===== src/rtl/counter_bank.sv =====
// rtl/counter_bank.sv - bank of NUM_CH up/down counters with modulus, wrap/saturate, tc and sticky ovf
// Optional snapshot registers enabled by defining COUNTER_BANK_SNAPSHOT_EN.
module counter_bank #(
  parameter int NUM_CH    = 4,
  parameter int WIDTH     = 4,
  parameter int MAX_COUNT = 9,
  parameter int SAT_MODE  = 0
) (
  input  logic                      clk,
  input  logic                      rst,
`ifdef COUNTER_BANK_SNAPSHOT_EN
  input  logic                      snap,
  output logic [NUM_CH*WIDTH-1:0]   snap_cnt,
  output logic                      snap_vld,
`endif
  input  logic [NUM_CH-1:0]         up,
  input  logic [NUM_CH-1:0]         down,
  input  logic [NUM_CH-1:0]         clr,
  input  logic [NUM_CH-1:0]         load,
  input  logic [NUM_CH*WIDTH-1:0]   load_val,
  input  logic [NUM_CH-1:0]         ovf_clr,
  output logic [NUM_CH*WIDTH-1:0]   cnt,
  output logic [NUM_CH-1:0]         tc,
  output logic [NUM_CH-1:0]         ovf
);

  localparam logic [WIDTH:0] MAX_W = (WIDTH+1)'(MAX_COUNT);

  if (MAX_COUNT < 1 || MAX_COUNT > (2**WIDTH) - 1) begin : g_bad_max_count
    $error("counter_bank: MAX_COUNT must be in 1..2**WIDTH-1");
  end

  for (genvar i = 0; i < NUM_CH; i++) begin : g_ch
    logic [WIDTH-1:0] cnt_q;
    logic             tc_q;
    logic             ovf_q;
    logic [WIDTH:0]   cur;
    logic [WIDTH:0]   lv;
    logic [WIDTH:0]   nxt;
    logic             tc_nxt;
    logic             ev;

    assign cur = {1'b0, cnt_q};
    assign lv  = {1'b0, load_val[i*WIDTH +: WIDTH]};

    // ev marks a lost or wrapped count; tc marks reaching/crossing a limit
    always_comb begin
      nxt    = cur;
      tc_nxt = 1'b0;
      ev     = 1'b0;
      if (clr[i]) begin
        nxt = '0;
      end else if (load[i]) begin
        nxt = (lv > MAX_W) ? MAX_W : lv;
      end else if (up[i] && !down[i]) begin
        if (cur == MAX_W) begin
          ev = 1'b1;
          if (SAT_MODE == 0) begin
            nxt    = '0;
            tc_nxt = 1'b1;
          end
        end else begin
          nxt    = cur + 1'b1;
          tc_nxt = (SAT_MODE != 0) && (nxt == MAX_W);
        end
      end else if (down[i] && !up[i]) begin
        if (cur == '0) begin
          ev = 1'b1;
          if (SAT_MODE == 0) begin
            nxt    = MAX_W;
            tc_nxt = 1'b1;
          end
        end else begin
          nxt    = cur - 1'b1;
          tc_nxt = (SAT_MODE != 0) && (nxt == '0);
        end
      end
    end

    always_ff @(posedge clk) begin
      if (!rst) begin
        cnt_q <= '0;
        tc_q  <= 1'b0;
        ovf_q <= 1'b0;
      end else begin
        cnt_q <= nxt[WIDTH-1:0];
        tc_q  <= tc_nxt;
        ovf_q <= ev | (ovf_q & ~ovf_clr[i]);
      end
    end

    assign cnt[i*WIDTH +: WIDTH] = cnt_q;
    assign tc[i]                 = tc_q;
    assign ovf[i]                = ovf_q;
  end

`ifdef COUNTER_BANK_SNAPSHOT_EN
  always_ff @(posedge clk) begin
    if (!rst) begin
      snap_cnt <= '0;
      snap_vld <= 1'b0;
    end else begin
      snap_vld <= snap;
      if (snap) snap_cnt <= cnt;
    end
  end
`endif

endmodule

===== config.mk =====
export PLATFORM = sky130hd
export DESIGN_NAME = counter_bank
export DESIGN_NICKNAME = d
export VERILOG_FILES = /design/src/rtl/counter_bank.sv
export SDC_FILE = /design/constraint.sdc
export NUM_CORES = 1
export LEC_CHECK = 0
export ABC_CLOCK_PERIOD_IN_PS = 1370
export BUFFER_PORTS_ARGS = -buffer_cell sky130_fd_sc_hd__buf_2
export CAP_MARGIN = 20
export CORE_MARGIN = 2
export CORE_UTILIZATION = 25
export CTS_CLUSTER_SIZE = 28
export DETAILED_ROUTE_END_ITERATION = 8
export PLACE_DENSITY = 0.55
export SYNTH_ARGS = -nofsm -noshare
export SYNTH_HDL_FRONTEND = slang
export SYNTH_SLANG_ARGS = --single-unit

===== constraint.sdc =====
create_clock -name clk -period 1.37 [get_ports clk]
set_input_delay 0.274 -clock clk [delete_from_list [all_inputs] [get_ports clk]]
set_output_delay 0.274 -clock clk [all_outputs]
set_load 0.02 [all_outputs]

==> results of run 1 <==
[layout by cell type (no fill, tap or decap), types with 3 or more instances in the layout]
cell type,Yosys,routed
o21ai_1,8,8
xor2_1,5,5
clkbuf_8,0,3
nor2_1,16,14
buf_4,8,32
dfxtp_2,0,7
dfxtp_4,0,5
nor3_1,8,7
o21ai_0,14,14
a31oi_1,7,7
o22ai_1,3,3
o31ai_1,4,4
nand2_1,8,8
nand2b_1,17,17
dfxtp_1,24,12
buf_2,5,61
a21oi_1,13,13
nand3b_1,10,10
and4b_1,3,3
nor4b_1,3,3
nor2b_1,9,8
nand3_1,5,5
a311oi_1,3,3
xnor2_1,10,10
inv_1,10,10
or2_1,3,3
or3_1,3,3
[sequential cells by signal, summed over array words and instances, names as in the netlist]
signal      cells
g_ch.ovf_q      4
g_ch.tc_q       4
g_ch.cnt_q     16
[critical path: cells and delay by family (launching register included)]
| family | cells | cell delay, ns |
|---|---|---|
| buffers and inverters | 2 | 0.35 |
| DFF | 1 | 0.45 |
[layout make-up]
cell class | count | share of cell area, %
Sequential cell | 24 | 20.1
Timing Repair Buffer | 94 | 21.8
Tap cell | 99 | 4.90
Inverter | 11 | 1.63
Clock inverter | 1 | 1.19
Clock buffer | 3 | 1.63
Multi-Input combinational cell | 188 | 48.8
[metrics by stage]
step	setup WS (ns)	instance area, µm²	power (µW)
floorplan	-0.0104	1920	1140
global route	-0.0381	2530	2130
detailed placement	-0.112	2430	1360
finish	0.0261	2530	1980
CTS	0.00546	2500	2020
global placement	-0.0834	2430	1350
[cells by family after synthesis]
| kind of cell | share of synthesized area, % |
|---|---|
| multiplexers | 1.14 |
| flip-flops | 25.7 |
| buffers and inverters | 9.15 |
| AO/OA/AOI/OAI | 25.5 |
| XOR/XNOR | 7.01 |
| AND/OR/NAND/NOR | 31.6 |
[metal layers]
| layer | vias to the layer above | track usage (%) |
|---|---|---|
| li1 | 1046 | - |
| met1 | 909 | 17.9 |
| met2 | 50 | 18.1 |
| met3 | 4 | 1.84 |
| met4 | 0 | 2.95 |
| met5 | - | 0 |
[power by group]
group,total [µW],leakage (µW),internal [µW],switching [µW]
combinational,558,0.000842,276,282
sequential,785,0.000202,728,56.9
clock,642,0.0000357,391,251
[final timing paths]
path | startpoint | slack [ns] | endpoint
worst max-delay path | g_ch[0].cnt_q[3] | 0.03 | cnt[3]
worst min-delay path | load_val[8] | 0.25 | g_ch[2].cnt_q[0]
worst max register to register | g_ch[1].cnt_q[0] | 0.05 | g_ch[1].cnt_q[1]
worst min register to register | g_ch[0].ovf_q | 0.48 | g_ch[0].ovf_q
[timing repair]
action | 4_1_cts | 5_1_grt
setup endpoints to repair | 0 | 14
resized for setup | 0 | 10
hold buffers | 0 | 0
setup buffers | 0 | 1
==> metrics.csv, run 1 <==
metric,value,unit
status,completed,
synth.most_common_cell,dfxtp_1,
grt_max_degree,15,
critPathRequiredTime,1.10,ns
peakVddDrop,0.000293,V
synth_area_per_cell,7.55,µm²
fin_skew,0.0112,ns
hp-class,input pin to flip-flop,
cp-end-kind,primary output,
cp.arrival,1.07,ns
dp_hpwl,3890,µm
synthCells,248,
critPathMaxFanout,7,
h-tree-depth,1,
num_io_pins,62,
cts_root_buffer,clkbuf_8,
tightest_slew,0.522,ns
synthTopCellsByCount,"dfxtp_1 (24), nand2b_1 (17), nor2_1 (16), o21ai_0 (14), a21oi_1 (13)",
critical_path_class,flip-flop to primary output,
coreArea,7250,µm²
critical_path.slowest_cell,dfxtp_1,
multiInputGateArea,1230,µm²
synth_seq_area_share,25.7,%
cts.clk_slew.worst_paths,0.10,ns
fmax,0.744,GHz
yosysTopAreaCell,dfxtp_1,
synth_area_leaders,"dfxtp_1 (26%), nand2b_1 (5.7%), xnor2_1 (4.7%)",
syn_nets,286,
grt_setup_unrepaired,true,
finish.net_count,360,
overflow,0,
drc,0,
first_iter_violations,48,
wl_met2,2090,µm
finalSetupViolations,0,
min_period,1.34,ns
whs_path_depth,3,
yosys.cell_types.count,56,
setup_tns,0,ns
synth.cell_area,1870,µm²
dp_cells,415,
worst_hold_slack,0.254,ns
dieArea,8200,µm²
wl_met1,2590,µm
drive_above_1_share,36.8,%
synth-async-reset-ratio,0,%
clk_latency,0.27,ns
worstRegToRegCells,3,
ys_seq_elements,24,
grt_first_pass_wirelength,8490,µm
finalMaxSlewViolations,0,
firstDrtPassIters,4,
grt_antenna_before_repair,0,
synth_edf_count,0,
netlist.area_leader.share,25.7,%
power.leakage,0.00108,µW
worstSetupStartpointType,flip-flop,
grt.total_usage,12.1,%
nFillCells,804,
cts_tree,done,
clk_path_buf_depth,2,
slowest_delay,0.45,ns
final_cells,420,
routed_wl,4960,µm
cts.sinks,24,
ys.warnings.count,0,
path_cells,buf_4 > buf_2,
viasPerCell,4.78,
seqCellArea,508,µm²
place.gp.congestion,0.845,
slew-limit-headroom,64.9,%
rows,31,
drtAntennaViolNets,0,
diodes,0,
wl_per_cell,11.8,µm
synthToLayoutAreaGrowth,35.0,%
timing.final.crit_share,98.1,%
cts_buffers,3,
initial_core_util,25.8,%
maxCapViolations,0,
power.density,785,nW/µm²
die_x,90.6,µm
top_layer,met4,
synth_ff_type,dfxtp_1,
hold_viol,0,
wl_met3,236,µm
vias,2009,
fp.dieH,90.6,µm
utilization,34.9,%
grt_pass1_vias,1843,
portBuffers,61,
Note: power is estimated with default switching activity, not from simulation.
==> run 2: changes to the inputs <==
Settings changed: CTS_BUF_LIST set to sky130_fd_sc_hd__clkbuf_2 sky130_fd_sc_hd__clkbuf_4 sky130_fd_sc_hd__clkbuf_8, PLACE_DENSITY 0.55 to 0.49.
==> metrics.csv, run 2 (synthesized netlist as in run 1, its figures left out) <==
metric,value,unit,change
status,completed,,unchanged
h-tree-depth,1,,unchanged
path_cells,or3_1 > a311o_1 > a311oi_2,,was buf_4 > buf_2
dieArea,8200,µm²,unchanged
num_io_pins,62,,unchanged
diodes,0,,unchanged
holdPathEnd,g_ch[2].cnt_q[0],,unchanged
drtAntennaViolNets,0,,unchanged
cp-end-kind,flip-flop,,was primary output
final_cell_mix,"buf_2 (61), buf_4 (39), nand2b_1 (17)",,"was buf_2 (61), buf_4 (32), nand2b_1 (17)"
setup_tns,0,ns,unchanged
maxCapViolations,0,,unchanged
whs_path_depth,3,,unchanged
die_x,90.6,µm,unchanged
cp.arrival,1.50,ns,was 1.07 ns
largest_reg_flops,16,,unchanged
rows,31,,unchanged
cts_tree,done,,unchanged
synthToLayoutAreaGrowth,37.9,%,was 35.0%
setup_ws,0.0643,ns,was 0.0261 ns
finalSetupViolations,0,,unchanged
routed_wl,5240,µm,was 4960 µm
p_clk_share,32.2,%,was 32.3%
worstRegToRegCells,3,,unchanged
seqPwrFrac,38.4,%,was 39.5%
cts_buffers,3,,unchanged
critPathRequiredTime,1.56,ns,was 1.10 ns
power.density,782,nW/µm²,was 785 nW/µm²
utilization,35.6,%,was 34.9%
drive_above_1_share,38.2,%,was 36.8%
reg2reg_to,g_ch[1].cnt_q[1],,unchanged
overflow,0,,unchanged
fp.dieH,90.6,µm,unchanged
grt_pass1_vias,1835,,"was 1,843"
slowest_delay,0.36,ns,was 0.45 ns
dp_hpwl,4160,µm,was 3890 µm
clk_latency,0.27,ns,about the same
critPathMaxFanout,5,,was 7
place.gp.congestion,0.830,,was 0.845
power.leakage,0.00111,µW,was 0.00108 µW
clk_path_buf_depth,2,,unchanged
cts_root_buffer,clkbuf_8,,unchanged
grt_antenna_before_repair,0,,unchanged
tightest_slew,0.533,ns,was 0.522 ns
top_regs,"g_ch.cnt_q: 16 flops, g_ch.ovf_q: 4 flops, g_ch.tc_q: 4 flops",,unchanged
rrSetupSlack,0.06,ns,was 0.05 ns
slew-limit-headroom,64.2,%,was 64.9%
first_iter_violations,49,,was 48
min_period,1.31,ns,was 1.34 ns
internal_power,1410,µW,was 1390 µW
fmax,0.766,GHz,was 0.744 GHz
initial_core_util,25.8,%,unchanged
cts.clk_slew.worst_paths,0.10,ns,about the same
pwr-share-comb,29.4,%,was 28.1%
vias,2022,,"was 2,009"
worstSetupStartpointType,flip-flop,,unchanged
wl_per_cell,12.3,µm,was 11.8 µm
hold_viol,0,,unchanged
viasPerCell,4.75,,was 4.78
p_sw,607,µW,was 590 µW
hp-class,input pin to flip-flop,,unchanged
peakVddDrop,0.000377,V,was 0.000293 V
cts.sinks,24,,unchanged
drc,0,,unchanged
grt_first_pass_wirelength,8800,µm,was 8490 µm
finish.net_count,366,,was 360
finalMaxSlewViolations,0,,unchanged
timing.final.crit_share,95.3,%,was 98.1%
grt_max_degree,15,,unchanged
critical_path.slowest_cell,dfxtp_2,,was dfxtp_1
firstDrtPassIters,4,,unchanged
holdCritStartpoint,load_val[8],,unchanged
finalPower,2020,µW,was 1980 µW
critical_path_class,flip-flop to flip-flop,,was flip-flop to primary output
netSwitchingFraction,30.1,%,was 29.7%
nFillCells,809,,was 804
grt.total_usage,12.9,%,was 12.1%
largest_register,g_ch.cnt_q,,unchanged
coreArea,7250,µm²,unchanged
dpl_worst_slack,-0.0906,ns,was -0.112 ns
final_common_cell,buf_2,,unchanged
fin_skew,0.00295,ns,was 0.0112 ns
timing.rr.start,g_ch[1].cnt_q[0],,unchanged
portBuffers,61,,unchanged
run 2: layout make-up:
class	count	area [µm²]	share of cell area, %
Tap cell	99	124	4.79
Clock inverter	1	30.0	1.16
Clock buffer	3	41.3	1.60
Timing Repair Buffer	100	598	23.1
Multi-Input combinational cell	188	1250	48.2
Inverter	11	41.3	1.60
Sequential cell	24	503	19.5
run 2: metrics by stage:
step / hold WS (ns) / area, µm² / instances
floorplan: 0.415 / 1920 / 248
global placement: 0.455 / 2470 / 421
detailed placement: 0.469 / 2470 / 421
CTS: 0.224 / 2550 / 425
global route: 0.236 / 2580 / 426
finish: 0.237 / 2580 / 426
run 2: how the worst max path moves through the flow:
stage / start / end / slack, ns / cells past startpoint
after detailed placement: up[0] / g_ch[0].cnt_q[2] / -0.09 / 6
after global placement: down[0] / g_ch[0].cnt_q[3] / -0.08 / 5
after CTS: g_ch[1].cnt_q[2] / g_ch[1].cnt_q[1] / 0.05 / 4
after floorplan: g_ch[1].cnt_q[2] / g_ch[1].cnt_q[1] / -0.01 / 5
after global routing: g_ch[3].cnt_q[0] / g_ch[3].cnt_q[1] / -0.006 / 5
final: g_ch[1].cnt_q[0] / g_ch[1].cnt_q[1] / 0.06 / 3
run 2: per-layer routing:
layer,up-vias,GRT usage (%),part of all wire (%)
met5,-,0,0
met4,0,2.95,0.80
met3,5,2.92,5.1
met2,55,20.5,45
met1,904,17.7,49
li1,1058,-,-
run 2: power by group through the flow:
stage	Sequential [µW]	Clock (µW)	Combinational, µW
after floorplan	803	0	337
after global placement	793	0	581
after detailed placement	792	0	580
after CTS	776	686	583
after global routing	784	718	660
final	775	650	595
run 2: critical path: cells and delay by family, from the launching register on:
family | cells | cell delay (ns)
AO/OA/AOI/OAI | 2 | 0.50
flip-flops | 1 | 0.36
AND/OR/NAND/NOR | 1 | 0.36
run 2: timing repair:
| action | in CTS | in global routing |
|---|---|---|
| gates resized for setup | 1 | 11 |
| pin swaps | 0 | 0 |
| setup buffers | 0 | 1 |
| endpoints found under the hold margin | 0 | 0 |
| hold buffers | 0 | 0 |
| endpoints found under the setup margin | 1 | 7 |
| gates cloned | 0 | 0 |
==> run 3: changes to the inputs <==
Settings changed: CORE_UTILIZATION 25 to 40, CTS_BUF_LIST sky130_fd_sc_hd__clkbuf_2 sky130_fd_sc_hd__clkbuf_4 sky130_fd_sc_hd__clkbuf_8 to sky130_fd_sc_hd__clkbuf_4, PLACE_DENSITY 0.49 to 0.7.
==> metrics.csv, run 3 (synthesized netlist as in run 1, its figures left out) <==
metric,value,unit,change
status,completed,,unchanged
clk_path_buf_depth,2,,unchanged
h-tree-depth,1,,unchanged
synthToLayoutAreaGrowth,29.5,%,was 37.9%
rows,24,,was 31
cp.arrival,1.57,ns,was 1.50 ns
drtAntennaViolNets,0,,unchanged
whs_path_depth,3,,unchanged
dieArea,5250,µm²,was 8200 µm²
power.density,683,nW/µm²,was 782 nW/µm²
slew-limit-headroom,66.5,%,was 64.2%
viasPerCell,5.49,,was 4.75
routed_wl,4740,µm,was 5240 µm
worstSetupStartpointType,flip-flop,,unchanged
grt.total_usage,18.3,%,was 12.9%
timing.rr.start,g_ch[1].cnt_q[0],,unchanged
place.gp.congestion,0.825,,was 0.830
path_cells,or3_1 > a311o_1 > a311oi_2,,unchanged
holdPathEnd,g_ch[2].cnt_q[0],,unchanged
ctsHoldBuffers,0,,unchanged
worstRegToRegCells,3,,unchanged
fmax,0.744,GHz,was 0.766 GHz
cts.sinks,24,,unchanged
dpl_cell_area,2350,µm²,was 2470 µm²
coreArea,4440,µm²,was 7250 µm²
final_common_cell,buf_2,,unchanged
holdCritStartpoint,load_val[8],,unchanged
clk_latency,0.31,ns,was 0.27 ns
firstDrtPassIters,4,,unchanged
dp_hpwl,3660,µm,was 4160 µm
diodes,0,,unchanged
largest_reg_flops,16,,unchanged
hp-class,input pin to flip-flop,,unchanged
worst_hold_slack,0.207,ns,was 0.237 ns
min_period,1.34,ns,was 1.31 ns
final_cell_area,2420,µm²,was 2580 µm²
cts.clk_slew.worst_paths,0.13,ns,was 0.10 ns
portBuffers,61,,unchanged
nFillCells,432,,was 809
maxCapViolations,0,,unchanged
critical_path_class,flip-flop to flip-flop,,unchanged
grt_setup_unrepaired,true,,
cp-end-kind,flip-flop,,unchanged
critPathMaxFanout,5,,unchanged
drc,0,,unchanged
top_regs,"g_ch.cnt_q: 16 flops, g_ch.ovf_q: 4 flops, g_ch.tc_q: 4 flops",,unchanged
critical_path.slowest_cell,dfxtp_2,,unchanged
first_iter_violations,109,,was 49
seqCellArea,523,µm²,was 503 µm²
largest_register,g_ch.cnt_q,,unchanged
grt_pass1_vias,1802,,"was 1,835"
num_io_pins,62,,unchanged
cts_buffers,3,,unchanged
grt_max_degree,14,,was 15
initial_core_util,42.1,%,was 25.8%
slowest_delay,0.37,ns,was 0.36 ns
fin_skew,0.00291,ns,was 0.00295 ns
rrSetupSlack,0.03,ns,was 0.06 ns
cpLargestDelayFamily,compound AO/OA/AOI/OAI gates,,unchanged
cts_root_buffer,clkbuf_4,,was clkbuf_8
power.leakage,0.00105,µW,was 0.00111 µW
final_cell_mix,"buf_2 (61), buf_4 (29), nand2b_1 (17)",,"was buf_2 (61), buf_4 (39), nand2b_1 (17)"
tightest_slew,0.499,ns,was 0.533 ns
hold_viol,0,,unchanged
multiInputGateArea,1230,µm²,was 1250 µm²
fp.dieH,72.4,µm,was 90.6 µm
drive_above_1_share,36.8,%,was 38.2%
finalMaxSlewViolations,0,,unchanged
wl_per_cell,12.8,µm,was 12.3 µm
peakVddDrop,0.000329,V,was 0.000377 V
grt_antenna_before_repair,0,,unchanged
finish.net_count,357,,was 366
critPathRequiredTime,1.59,ns,was 1.56 ns
overflow,0,,unchanged
crit_buf_inv,0,,unchanged
cts_tree,done,,unchanged
finalSetupViolations,0,,unchanged
timing.final.crit_share,98.2,%,was 95.3%
reg2reg_to,g_ch[1].cnt_q[1],,unchanged
die_x,72.4,µm,was 90.6 µm
vias,2033,,"was 2,022"
grt_first_pass_wirelength,7850,µm,was 8800 µm
[run 3: cell count changes in the layout (fill, tap and decap cells not counted), sizes merged]
cell    previous run  this run
buf              100        91
bufinv             1         0
clkinv             0         1
[run 3: layout make-up]
class / instances / share of cell area (%)
multi-input combinational: 188 / 50.9
tap: 52 / 2.68
clock buffer: 3 / 0.929
clock inverter: 1 / 0.155
timing repair buffer: 91 / 22.0
sequential: 24 / 21.6
inverter: 11 / 1.70
[run 3: how the worst max path moves through the flow]
stage | start | endpoint | depth (start not counted)
final | g_ch[1].cnt_q[0] | g_ch[1].cnt_q[1] | 3
after global routing | g_ch[1].cnt_q[2] | g_ch[1].cnt_q[1] | 4
after CTS | g_ch[1].cnt_q[2] | g_ch[1].cnt_q[1] | 4
after detailed placement | down[0] | g_ch[0].cnt_q[3] | 5
after global placement | down[0] | g_ch[0].cnt_q[3] | 5
after floorplan | g_ch[1].cnt_q[2] | g_ch[1].cnt_q[1] | 5
[run 3: worst min-delay path, stage by stage]
cell and delay, ns:
buf_2 0.09, inv_1 0.04, a311oi_1 0.08
[run 3: metrics by stage]
step | util [%] | cells | power [µW] | setup TNS (ns) | setup slack [ns]
after floorplan | - | 248 | 1140 | -0.0104 | -0.0104
after global placement | 52.8 | 365 | 1330 | -0.332 | -0.111
after detailed placement | 52.8 | 365 | 1340 | -0.543 | -0.161
after CTS | 53.5 | 369 | 1670 | 0 | 0.00393
after global routing | 54.6 | 370 | 1780 | -0.0908 | -0.0449
final | 54.6 | 370 | 1660 | 0 | 0.0251
[run 3: per-layer routing]
metal | track usage, % | share of wire (%)
met1 | 24.6 | 48
met2 | 30.0 | 46
met3 | 2.78 | 5.3
met4 | 5.76 | 0.97
met5 | 0 | 0
[run 3: where the power goes]
group          switching, µW  internal (µW)  leakage, µW
Clock                    214            106    0.0000154
Combinational            284            271     0.000833
Sequential              55.2            725     0.000205
Total                    552           1100      0.00105
[run 3: repair_timing]
| item | CTS | global route |
|---|---|---|
| endpoints found under the setup margin | 4 | 11 |
| setup buffers | 0 | 1 |
| gates resized for setup | 4 | 16 |
| pin swaps | 0 | 3 |
